===== src/rtl/target_gen_pkg.sv =====
// Shared types and constants for the target-number game controller.
package target_gen_pkg;

    typedef enum logic [2:0] {
        S_IDLE,
        S_DRAW,
        S_BLANK,
        S_PLAY,
        S_HIT,
        S_MISS,
        S_OVER
    } state_e;

    localparam int          NUM_W        = 8;
    localparam int          LIVES_W      = 3;
    localparam int          BLANK_CYCLES = 2;
    localparam logic [7:0]  LFSR_MASK    = 8'hB8;

    function automatic logic [NUM_W-1:0] lfsr_step(input logic [NUM_W-1:0] v);
        return {1'b0, v[NUM_W-1:1]} ^ (v[0] ? LFSR_MASK : 8'h00);
    endfunction

endpackage


===== src/rtl/lfsr8_gen.sv =====
// Free-running 8-bit Galois LFSR; a zero seed is replaced so it never locks up.
module lfsr8_gen
    import target_gen_pkg::*;
(
    input  logic             clk,
    input  logic             rst,
    input  logic [NUM_W-1:0] seed,
    output logic [NUM_W-1:0] value
);

    logic [NUM_W-1:0] value_q;
    logic [NUM_W-1:0] value_d;

    always_comb begin
        value_d = lfsr_step(value_q);
    end

    always_ff @(posedge clk) begin
        if (rst) begin
            value_q <= (seed == '0) ? 8'h01 : seed;
        end else begin
            value_q <= value_d;
        end
    end

    assign value = value_q;

endmodule


===== src/rtl/target_generator.sv =====
// Round controller: draws a target, times the round, filters hits, keeps score and lives.
module target_generator
    import target_gen_pkg::*;
#(
    parameter int             TIMEOUT_TICKS = 10,
    parameter int             HOLD_CYCLES   = 4,
    parameter logic [7:0]     LFSR_SEED     = 8'hA5,
    parameter int             MAX_LIVES     = 3
) (
    input  logic               clk,
    input  logic               rst,
    input  logic               start,
    input  logic               tick,
    input  logic               is_equal,
    output logic [NUM_W-1:0]   number,
    output logic               playing,
    output logic [7:0]         time_left,
    output logic [7:0]         score,
    output logic [LIVES_W-1:0] lives,
    output logic               hit_pulse,
    output logic               miss_pulse,
    output logic               game_over
);

    state_e             state_q, state_d;
    logic [1:0]         blank_q, blank_d;
    logic [7:0]         hold_q, hold_d;
    logic [NUM_W-1:0]   number_q, number_d;
    logic [7:0]         time_left_q, time_left_d;
    logic [7:0]         score_q, score_d;
    logic [LIVES_W-1:0] lives_q, lives_d;
    logic               hit_q, hit_d;
    logic               miss_q, miss_d;
    logic               playing_q, playing_d;
    logic               over_q, over_d;
    logic [NUM_W-1:0]   lfsr_val;

    lfsr8_gen u_lfsr (
        .clk   (clk),
        .rst   (rst),
        .seed  (LFSR_SEED),
        .value (lfsr_val)
    );

    always_comb begin
        state_d     = state_q;
        blank_d     = blank_q;
        hold_d      = hold_q;
        number_d    = number_q;
        time_left_d = time_left_q;
        score_d     = score_q;
        lives_d     = lives_q;
        hit_d       = 1'b0;
        miss_d      = 1'b0;
        unique case (state_q)
            S_IDLE, S_OVER: begin
                if (start) begin
                    state_d = S_DRAW;
                    score_d = '0;
                    lives_d = LIVES_W'(MAX_LIVES);
                end
            end
            S_DRAW: begin
                // stalling one cycle on a repeat guarantees a fresh target
                if (lfsr_val != number_q) begin
                    number_d    = lfsr_val;
                    time_left_d = 8'(TIMEOUT_TICKS);
                    hold_d      = '0;
                    blank_d     = 2'(BLANK_CYCLES - 1);
                    state_d     = S_BLANK;
                end
            end
            S_BLANK: begin
                if (blank_q == '0) begin
                    state_d = S_PLAY;
                end else begin
                    blank_d = blank_q - 2'd1;
                end
            end
            S_PLAY: begin
                hold_d = is_equal ? hold_q + 8'd1 : 8'd0;
                if (tick && time_left_q != '0) begin
                    time_left_d = time_left_q - 8'd1;
                end
                if (is_equal && hold_q == 8'(HOLD_CYCLES - 1)) begin
                    state_d = S_HIT;
                    hit_d   = 1'b1;
                    score_d = (score_q == 8'hFF) ? score_q : score_q + 8'd1;
                end else if (tick && time_left_q == 8'd1) begin
                    state_d = S_MISS;
                    miss_d  = 1'b1;
                    lives_d = lives_q - 3'd1;
                end
            end
            S_HIT: begin
                state_d = S_DRAW;
            end
            S_MISS: begin
                state_d = (lives_q == '0) ? S_OVER : S_DRAW;
            end
            default: begin
                state_d = S_IDLE;
            end
        endcase
        playing_d = (state_d == S_PLAY);
        over_d    = (state_d == S_OVER);
    end

    always_ff @(posedge clk) begin
        if (rst) begin
            state_q     <= S_IDLE;
            blank_q     <= '0;
            hold_q      <= '0;
            number_q    <= '0;
            time_left_q <= '0;
            score_q     <= '0;
            lives_q     <= '0;
            hit_q       <= 1'b0;
            miss_q      <= 1'b0;
            playing_q   <= 1'b0;
            over_q      <= 1'b0;
        end else begin
            state_q     <= state_d;
            blank_q     <= blank_d;
            hold_q      <= hold_d;
            number_q    <= number_d;
            time_left_q <= time_left_d;
            score_q     <= score_d;
            lives_q     <= lives_d;
            hit_q       <= hit_d;
            miss_q      <= miss_d;
            playing_q   <= playing_d;
            over_q      <= over_d;
        end
    end

    assign number     = number_q;
    assign playing    = playing_q;
    assign time_left  = time_left_q;
    assign score      = score_q;
    assign lives      = lives_q;
    assign hit_pulse  = hit_q;
    assign miss_pulse = miss_q;
    assign game_over  = over_q;

endmodule


===== config.mk =====
export PLATFORM = sky130hd
export DESIGN_NAME = target_generator
export DESIGN_NICKNAME = d
export VERILOG_FILES = /design/src/rtl/target_gen_pkg.sv /design/src/rtl/lfsr8_gen.sv /design/src/rtl/target_generator.sv
export SDC_FILE = /design/constraint.sdc
export NUM_CORES = 1
export LEC_CHECK = 0
export CORE_MARGIN = 5
export CORE_UTILIZATION = 41
export DETAILED_ROUTE_END_ITERATION = 6
export GPL_TIMING_DRIVEN = 0
export PLACE_DENSITY = 0.68
export RECOVER_POWER = 50
export SYNTH_ARGS = -nofsm -noshare
export SYNTH_HDL_FRONTEND = slang
export SYNTH_SLANG_ARGS = --single-unit

===== constraint.sdc =====
create_clock -name clk -period 2.2 [get_ports clk]
set_clock_uncertainty 0.15 [all_clocks]
set_input_delay 0.33 -clock clk [delete_from_list [all_inputs] [get_ports clk]]
set_output_delay 0.33 -clock clk [all_outputs]
set_load 0.1 [all_outputs]

# After elaboration in Yosys (flattened, before gate mapping)
# Cells that the tools add are included.
[word_totals]
reg_bits = 52
input_bits = 5
out_inout_bits = 31
wordCells = 85
[classes]
add_sub_neg = 5
eq_ne = 20
mux = 27
bitwise_logic = 2
reduce_logical = 19
[op_table]
columns = ["cell", "count"]
rows = [
  ["8-bit 2-to-1 mux", 8],
  ["8-bit case mux with 2 select lines", 3],
  ["3-bit 2-to-1 mux", 9],
  ["3-bit case mux with 6 select lines", 1],
  ["8-bit by 1-bit adder with 8-bit output, second input constant", 2],
  ["2-bit != test, second input constant", 8],
  ["3-bit == test, second input constant", 4],
  ["3-bit by 2-bit == test with 1-bit output, second input constant", 3],
  ["8-bit by 1-bit == test with 1-bit output, second input constant", 1],
  ["8-bit by 2-bit == test with 1-bit output, second input constant", 1],
  ["8-bit == test, second input constant", 1],
  ["8-bit != test", 1],
  ["4-bit AND reduction", 2],
  ["8-bit nonzero test", 1],
  ["8-bit by 1-bit subtractor with 8-bit output, second input constant", 1],
  ["7-bit by 8-bit XOR with 8-bit output", 1],
  ["3-bit logical NOT", 2],
  ["3-bit case mux with 2 select lines", 1],
  ["3-bit AND reduction", 2],
  ["2-bit nonzero test", 3],
  ["2-bit 2-to-1 mux", 2],
  ["2-bit case mux with 2 select lines", 1],
  ["2-bit AND reduction", 2],
  ["2-bit OR reduction", 2],
  ["other kinds (8)", 11],
]

# Longest topological paths before layout
# Gate-level depths: netlist (run 1).
[depth]
word_depth = 6
mapped_depth = 8
depth_no_buf = 7

# Cells and area by module
# From an unflattened synthesis (run 1), not the netlist that was laid out.
[unflattened]
cells_unflattened = 288
area_unflattened_um2 = 2552.4
[by_module_without_submodules]
columns = ["mod", "instances", "cells_per_inst", "area_per_inst_um2", "seq_area_each_um2"]
rows = [
  ["target_generator", 1, 262, 2257.2, 880.8],
  ["lfsr8_gen", 1, 26, 295.3, 160.2],
]

# Worst setup path before layout (run 1)
# OpenSTA, ideal clock, no wires.
[synth_timing]
path_type = "register to register"
startpoint = "register score_q[0], in the netlist score[0]"
endpoint = "register score_q[7], in the netlist score[7]"
setup_time_ns = 0.074
t_arrival_ns = 2.343
required_ns = 1.976
path_slack_ns = -0.368
path_stages_with_launch = 7
path_buffers = 0
period_less_slack_ns = 2.568
cell_sequence = "dfxtp_1 ha_1 nand4_1 a2111o_1 a21boi_0 a211o_1 o21ai_0"
[synth_via]
elab_chain_len = 4
elab_cells_between_ends = 7
cone_classes = "add/sub (1); eq/ne (2); mux (3); reduce/logical (1)"
[synth_rtl]
columns = ["item", "line", "rtl"]
rows = [
  ["from (decl)", "target_generator.sv:30", "logic [7:0] score_q, score_d;"],
  ["from (signal assigned)", "target_generator.sv:128", "score_q <= score_d;"],
  ["8-bit by 1-bit adder with 8-bit output", "target_generator.sv:88", "score_d = (score_q == 8'hFF) ? score_q : score_q + 8'd1;"],
  ["8-bit 2-to-1 mux", "target_generator.sv:88", ""],
  ["8-bit 2-to-1 mux", "target_generator.sv:85", "if (is_equal && hold_q == 8'(HOLD_CYCLES - 1)) begin"],
  ["8-bit case mux with 2 select lines", "target_generator.sv:55", "unique case (state_q)"],
]
# Several ways; a longest one is shown, not always the timed one. The select of a mux whose other input is x is not followed.
# A chain may end at the register's enable or synchronous reset.

# Final worst setup path (run 1)
[layout_timing]
startpoint = "register time_left_q[2], in the netlist time_left[2]"
endpoint = "output time_left[2]"
[layout_rtl]
columns = ["item", "line", "rtl"]
rows = [
  ["from (decl)", "target_generator.sv:29", "logic [7:0] time_left_q, time_left_d;"],
  ["from (signal assigned)", "target_generator.sv:127", "time_left_q <= time_left_d;"],
  ["to (decl)", "target_generator.sv:17", "output logic [7:0] time_left,"],
]
# No word-level cell between the ends.

==> flow_summary.toml, run 1 <==
[setup_path]
cp.buffers_inverters = 1
end_kind = "output port"
slowest_delay_ns = 0.87
critPathKind = "flop to output port"
crit_chain = "dlygate4sd2_1"
path_delay_family = "buffers and inverters"
start_kind = "flop"
cp_slowest_cell = "dlygate4sd2_1"
arrival_ns = 1.59
required_ns = 1.72
path_max_fanout = 5

[placement]
hpwl_microns = 3880
gp_congestion = 0.805
pre_cts_slack_ns = -0.321
io_buffer_count = 34

[detailed_routing]
totalWireLength_microns = 5470
dr.first_iter.drc_count = 141
vias = 2118
drc = 0
wire_per_inst_microns = 13.8
antenna_left = 0
via_per_inst = 5.35
drtPass1Iterations = 4

[finish]
drive_gt1_share_pct = 18.1
area_delta_synth_final_pct = 23.6
post-route-util_pct = 51.9
fill_cells = 582
antenna_cells = 0
nNetsFinal = 333

[yosys]
ys_ff_latch = 52
synth_edf_count = 0
yosys.area.top_type = "dfxtp_1"
syn_area_sq_um = 2480
syn_inst = 279
syn-num-nets = 292
syn_avg_cell_area_sq_um = 8.91
synth_flop_cell = "dfxtp_1"
synth-async-reset-ratio_pct = 0
synthMostInstantiatedCell = "dfxtp_1"
ys_seq_area_share_pct = 41.9
synthDistinctLibCells = 51
synth_area_leaders = "dfxtp_1, nor2_1, xor2_1, ha_1, mux2i_1"
synth_top_cell_area_share_pct = 41.9
yosysWarningCount = 0
synth_top_cells_by_count = "dfxtp_1, nor2_1, nand3_1"

[global_route]
grt_usage_pct = 14.7
gr-total-overflow = 0
antenna_found_initial = 0
grt_first_pass_wirelength_microns = 9030
grt_pass1_vias = 2032
grt_max_degree = 19

[die]
num_io_pins = 36
coreArea_sq_um = 5920
start_util_pct = 42.0
die_x_microns = 87.9
num_rows = 28
die_h_microns = 87.9
dieArea_sq_um = 7720

[cts]
clkSinkCount = 52
cts_buffers = 5
cts_buffer_depth = 2
hold_buffers = 0
clkLatencyLatePin_ns = 0.31
cts.reportedPaths.clkPinSlew_ns = 0.10
cts-htree-levels = 2
cts_tree = "done"
cts-root-buf = "clkbuf_8"

[power_and_ir_drop]
ir_drop_mv = 0.499
powerDensity_nw_per_um2 = 687
leakagePower_nw = 1.29

[sta]
holdWs_ns = 0.159
max_freq_ghz = 0.482
finalMaxSlewViolations = 0
hold_viol = 0
slew_headroom_pct = 35.6
worst_pin_slew_ns = 0.970
layout_min_cycle_time_ns = 2.07
setup_viol = 0
min_period_over_period_pct = 94.3
fin_ws_ns = 0.125

[min_path]
hp-class = "input port to flop"

[job]
cap_violations = 0

[outcome]
status = "completed"
==> final timing paths <==
check	start	end	slack [ns]	cells after the start
min	rst	blank_q[0]	0.16	3
min reg2reg	score[1]	score[1]	0.34	2
max	time_left[2]	time_left[2]	0.13	1
max reg2reg	hold_q[0]	lives[2]	0.15	7
==> state kept, by name, indices dropped and copies added (netlist names), 2 cells and up <==
register      count
hold_q            8
state_q           3
number            8
lives             3
time_left         8
score             8
u_lfsr.value      8
blank_q           2
==> metrics by stage <==
step	total power, mW	setup TNS, ns	cell area, sq um	std cells
after floorplan	1.44	0	2530	279
after global placement	1.55	-1.70	2960	388
after detailed placement	1.56	-2.02	2960	388
after CTS	2.12	0	3030	396
after global routing	2.20	-0.00751	3070	396
final	2.11	0	3070	396
==> area by class of cell <==
cell class / instances / area, sq um / area share [%]
plain buffers: 12 / 75.1 / 2.44
clock buffers: 5 / 68.8 / 2.24
inverters: 13 / 48.8 / 1.59
multi-input cells: 201 / 1370 / 44.5
flip-flops and latches: 52 / 1080 / 35.2
clock inverters: 3 / 26.3 / 0.855
well taps: 75 / 93.8 / 3.05
repair buffers: 35 / 309 / 10.1
==> power by group <==
| part | switching, mW | internal (mW) | total (mW) |
|---|---|---|---|
| sequential | 0.0397 | 0.991 | 1.03 |
| clock | 0.341 | 0.235 | 0.576 |
| combinational | 0.355 | 0.147 | 0.502 |
==> cells in the final DEF, fill, tap and decap left out, drive strengths merged, types with 3 or more instances in the layout <==
cell type	count
dfxtp	52
nor2	34
dlygate4sd2	31
nand3	18
a21oi	17
inv	15
xor2	13
nand2	12
clkbuf	10
mux2i	9
o21ai	9
ha	8
buf	8
a31oi	7
and3	6
xnor2	6
a211oi	5
nor3	4
nand2b	4
or2	4
nand4b	4
nor4	4
or3	3
o21a	3
nor2b	3
clkdlybuf4s50	3
and2	3
a311oi	3
nand4	3
==> what timing repair did <==
item                                    in CTS  in global routing
pin swaps                                    0                  4
endpoints found under the setup margin      39                 15
buffers inserted                             0                  1
cloned                                       0                  0
resized for setup                           35                  6
endpoints found under the hold margin        0                  0
==> worst reg2reg max path, delay by kind of cell (launching register included) <==
family | cells | cell delay [ns]
AO/OA/AOI/OAI | 1 | 0.11
adder cells (fa/ha/maj) | 1 | 0.24
buffers and inverters | 1 | 0.15
flip-flops | 1 | 0.35
AND/OR/NAND/NOR | 4 | 1.00
==> logic make-up after synthesis <==
| family | Yosys count | share of synthesized area, % |
|---|---|---|
| xor+xnor | 19 | 6.70 |
| flops | 52 | 41.9 |
| simple gates | 109 | 23.5 |
| compound gates | 56 | 15.2 |
| buf+inv | 26 | 5.09 |
| mux | 9 | 3.63 |
| fa+ha+maj | 8 | 4.03 |
==> layer usage <==
metal	part of all wire [%]	vias up	global-route usage (%)
li1	-	1067	-
met1	45	993	17.9
met2	48	46	25.0
met3	6.4	12	4.05
met4	1.4	0	4.60
met5	0	-	0
(Power assumes the default switching activity.)
==> run 2: changes to the inputs <==
--- a/config.mk
+++ b/config.mk
@@ -5,11 +5,12 @@
 export SDC_FILE = /design/constraint.sdc
 export NUM_CORES = 1
 export LEC_CHECK = 0
+export ABC_CLOCK_PERIOD_IN_PS = 2200
 export CORE_MARGIN = 5
 export CORE_UTILIZATION = 41
 export DETAILED_ROUTE_END_ITERATION = 6
 export GPL_TIMING_DRIVEN = 0
-export PLACE_DENSITY = 0.68
+export PLACE_DENSITY = 0.59
 export RECOVER_POWER = 50
 export SYNTH_ARGS = -nofsm -noshare
 export SYNTH_HDL_FRONTEND = slang
==> flow_summary.toml, run 2 (synthesis results as in run 1) <==
[placement]
io_buffer_count = 34
hpwl_microns = 3960
dp.cells = 388
pre_cts_slack_ns = -0.280
dpl_cell_area_sq_um = 2960
gp_congestion = 0.793

[sta]
max_freq_ghz = 0.482
layout_min_cycle_time_ns = 2.08
fin_ws_ns = 0.124
min_period_over_period_pct = 94.4
hold_viol = 0
worst_pin_slew_ns = 1.17
rsz0062_at_grt = "false"
finalMaxSlewViolations = 0
slew_headroom_pct = 22.3
setup_viol = 0
finalSetupTns_ns = 0

[cts]
cts_buffers = 5
clkSinkCount = 52
clkLatencyLatePin_ns = 0.32
cts-root-buf = "clkbuf_8"
cts_buffer_depth = 2
cts_tree = "done"
cts-htree-levels = 2
cts.reportedPaths.clkPinSlew_ns = 0.11

[finish]
nNetsFinal = 333
layout_commonest_cell = "nor2_1"
fin_cells = 396
antenna_cells = 0
final_cell_mix = "nor2_1, dfxtp_1, dfxtp_2, dlygate4sd2_1, nand3_1"
area_delta_synth_final_pct = 21.0
drive_gt1_share_pct = 17.8
post-route-util_pct = 50.8
design_area_sq_um = 3010

[setup_path]
slowest_delay_ns = 0.87
crit_chain = "dlygate4sd2_1"
worstReg2RegStart = "hold_q[0]"
regToRegEndpoint = "lives[2]"
required_ns = 1.72
arrival_ns = 1.60
path_max_fanout = 7
critPathLaunch = "score[3]"
reg2regPathDepth = 7
critPathKind = "flop to output port"
path_depth = 1
cp_slowest_cell = "dlygate4sd2_1"
end_kind = "output port"
start_kind = "flop"
reg2reg_slack_ns = 0.13
cp.buffers_inverters = 1
path_delay_family = "buffers and inverters"
cp-endpoint = "score[3]"

[die]
die_h_microns = 87.9
num_rows = 28
coreArea_sq_um = 5920
dieArea_sq_um = 7720
start_util_pct = 42.0
die_x_microns = 87.9
num_io_pins = 36

[global_route]
gr-total-overflow = 0
antenna_found_initial = 0
grt_usage_pct = 15.7
grt_max_degree = 19
grt_first_pass_wirelength_microns = 9580
grt_pass1_vias = 2039

[detailed_routing]
dr.first_iter.drc_count = 108
totalWireLength_microns = 5570
wire_per_inst_microns = 14.1
via_per_inst = 5.29
antenna_left = 0
vias = 2095
drtPass1Iterations = 4
drc = 0

[power_and_ir_drop]
ir_drop_mv = 0.411
powerDensity_nw_per_um2 = 705
leakagePower_nw = 1.22

[job]
cap_violations = 0

[outcome]
status = "completed"

[min_path]
hp-class = "input port to flop"
## run 2: cell types whose count changed in the layout (fill, tap and decap cells not counted), sizes merged
cell / delta
buf: -1
clkbuf: +11
clkinvlp: +1
dlygate4sd2: -10
inv: -1
## run 2: layer usage
| metal | track usage (%) | share of wire [%] |
|---|---|---|
| met1 | 20.4 | 49 |
| met2 | 25.9 | 46 |
| met3 | 3.01 | 3.9 |
| met4 | 5.86 | 1.4 |
| met5 | 0 | 0 |
## run 2: what timing repair did
| action | 4_1_cts | 5_1_grt |
|---|---|---|
| gates resized for setup | 35 | 4 |
| cloned | 0 | 0 |
| pin swaps | 0 | 2 |
| hold buffers | 0 | 0 |
| setup buffers | 0 | 1 |
| setup endpoints to repair | 42 | 18 |
## run 2: where the power goes
group / internal, mW / switching (mW)
registers: 0.991 / 0.0410
logic: 0.139 / 0.354
clock network: 0.234 / 0.359
total: 1.36 / 0.754
## run 2: tightest hold or removal path: cells and delay by family
family / cells / cell delay (ns)
AOI/OAI and AO/OA: 2 / 0.15
buffers and inverters: 1 / 0.11
## run 2: worst min-delay path by stage
stage,from,end,slack (ns),cells after the start
CTS,rst,blank_q[0],0.15,3
global placement,score[1],score[1],0.32,2
floorplan,hold_q[1],hold_q[1],0.31,2
global route,rst,blank_q[0],0.16,3
detailed placement,score[0],score[0],0.32,1
finish,rst,blank_q[0],0.15,3
## run 2: cell type report
class                      count  area, sq um
fill                         602         2910
multi-input combinational    201         1350
sequential                    52         1080
timing repair buffer          35          259
tap                           75         93.8
buffer                        12         75.1
clock buffer                   5         68.8
inverter                      13         48.8
clock inverter                 3         27.5
## run 2: metrics by stage
step	total power [mW]	hold WS (ns)
after floorplan	1.44	0.310
after global placement	1.56	0.315
after detailed placement	1.56	0.323
after CTS	2.14	0.145
after global routing	2.22	0.163
final	2.12	0.151
==> run 3: changes to the inputs <==
--- a/config.mk
+++ b/config.mk
@@ -6,11 +6,13 @@
 export NUM_CORES = 1
 export LEC_CHECK = 0
 export ABC_CLOCK_PERIOD_IN_PS = 2200
+export CELL_PAD_IN_SITES_DETAIL_PLACEMENT = 0
+export CELL_PAD_IN_SITES_GLOBAL_PLACEMENT = 1
 export CORE_MARGIN = 5
 export CORE_UTILIZATION = 41
 export DETAILED_ROUTE_END_ITERATION = 6
 export GPL_TIMING_DRIVEN = 0
-export PLACE_DENSITY = 0.59
+export PLACE_DENSITY = 0.75
 export RECOVER_POWER = 50
 export SYNTH_ARGS = -nofsm -noshare
 export SYNTH_HDL_FRONTEND = slang
==> flow_summary.toml, run 3 (synthesis results as in run 1) <==
[outcome]
status = "completed"

[cts]
cts_tree = "done"
clkLatencyLatePin_ns = 0.31
cts-root-buf = "clkbuf_8"
cts-htree-levels = 2
cts.reportedPaths.clkPinSlew_ns = 0.10
clkSinkCount = 52
hold_buffers = 0
cts_buffers = 5
cts_buffer_depth = 2

[finish]
seqCellArea_sq_um = 1080
fin_cells = 398
drive_gt1_share_pct = 17.3
fill_cells = 589
final_cell_mix = "nor2_1, dfxtp_1, dlygate4sd2_1, dfxtp_2, nand3_1"
antenna_cells = 0
area_delta_synth_final_pct = 21.9
nNetsFinal = 335
layout_commonest_cell = "nor2_1"
multiInputGateArea_sq_um = 1350

[setup_path]
crit_chain = "dlygate4sd2_1"
cp.buffers_inverters = 1
cp_slowest_cell = "dlygate4sd2_1"
critPathKind = "flop to output port"
path_depth = 1
path_max_fanout = 5
required_ns = 1.72
start_kind = "flop"
arrival_ns = 1.59
slowest_delay_ns = 0.88
path_delay_family = "buffers and inverters"
reg2regPathDepth = 5
reg2reg_slack_ns = 0.14
end_kind = "output port"

[placement]
dp.cells = 388
pre_cts_slack_ns = -0.341
gp_congestion = 0.818
hpwl_microns = 4000
io_buffer_count = 34

[sta]
finalMaxSlewViolations = 0
min_period_over_period_pct = 94.0
layout_min_cycle_time_ns = 2.07
fin_ws_ns = 0.132
setup_viol = 0
rsz0062_at_grt = "false"
max_freq_ghz = 0.484
worst_pin_slew_ns = 1.16
slew_headroom_pct = 22.7
hold_viol = 0

[die]
start_util_pct = 42.0
coreArea_sq_um = 5920
dieArea_sq_um = 7720
num_io_pins = 36
die_x_microns = 87.9
num_rows = 28
die_h_microns = 87.9

[global_route]
grt_max_degree = 19
grt_first_pass_wirelength_microns = 9530
antenna_found_initial = 0
grt_usage_pct = 15.6
gr-total-overflow = 0
grt_pass1_vias = 1971

[power_and_ir_drop]
swShare_pct = 35.3
leakagePower_nw = 1.24
pwr-share-seq_pct = 48.7
power_switching_mw = 0.746
powerDensity_nw_per_um2 = 699
pwr-share-clk_pct = 27.5
p_comb_share_pct = 23.7
power.total_mw = 2.12
ir_drop_mv = 0.455
internal_power_mw = 1.37

[detailed_routing]
dr.first_iter.drc_count = 126
drc = 0
drtPass1Iterations = 4
totalWireLength_microns = 5720
vias = 2087
wire_per_inst_microns = 14.4
antenna_left = 0
via_per_inst = 5.24

[job]
cap_violations = 0

[min_path]
hp-class = "input port to flop"
hold_path_depth = 3
## run 3: cell types whose count changed in the layout (fill, tap and decap cells not counted), sizes merged
| cell | change |
|---|---|
| clkbuf | -2 |
| clkinvlp | -1 |
| dlygate4sd2 | +4 |
| inv | +1 |
## run 3: timing repair
item / in CTS / in global routing
setup endpoints to repair: 41 / 16
pin swaps: 0 / 3
gates resized for setup: 34 / 5
buffers inserted: 0 / 4
## run 3: per-layer routing
metal	up-vias	wire length [microns]	global-route usage [%]
met2	48	2490	23.7
met4	0	54	4.46
li1	1077	-	-
met5	-	0	0
met3	5	300	4.33
met1	957	2870	21.5
## run 3: worst register-to-register path, cell delays in order (launching register included)
cell and delay (ns):
dfxtp_2 0.35, nor4_4 0.38, nand4_2 0.22, or3b_4 0.46
or3_1 0.33, a21oi_2 0.11
## run 3: final timing paths
path,startpoint,endpoint
max,time_left[2],time_left[2]
min,rst,blank_q[0]
max reg2reg,time_left[5],lives[2]
min reg2reg,score[1],score[1]
## run 3: area by class of cell
cell class / instances / area share [%]
buffer: 11 / 2.31
clock buffer: 5 / 2.27
tap: 75 / 3.10
inverter: 13 / 1.61
clock inverter: 3 / 0.868
sequential: 52 / 35.7
timing repair buffer: 38 / 9.59
multi-input combinational: 201 / 44.5
## run 3: power groups by stage
| stage | clock (mW) | sequential, mW | combinational [mW] |
|---|---|---|---|
| finish | 0.582 | 1.03 | 0.502 |
| global route | 0.649 | 1.04 | 0.542 |
| CTS | 0.604 | 1.03 | 0.497 |
| detailed placement | 0 | 1.05 | 0.507 |
| global placement | 0 | 1.06 | 0.508 |
| floorplan | 0 | 1.23 | 0.217 |
## run 3: metrics by stage
step | hold WS, ns | TNS, ns | cell area (sq um) | utilization, %
after floorplan | 0.310 | 0 | 2530 | -
after global placement | 0.311 | -2.27 | 2960 | 50.0
after detailed placement | 0.322 | -2.35 | 2960 | 50.0
after CTS | 0.162 | 0 | 3020 | 51.0
after global routing | 0.180 | 0 | 3030 | 51.1
final | 0.167 | 0 | 3030 | 51.1
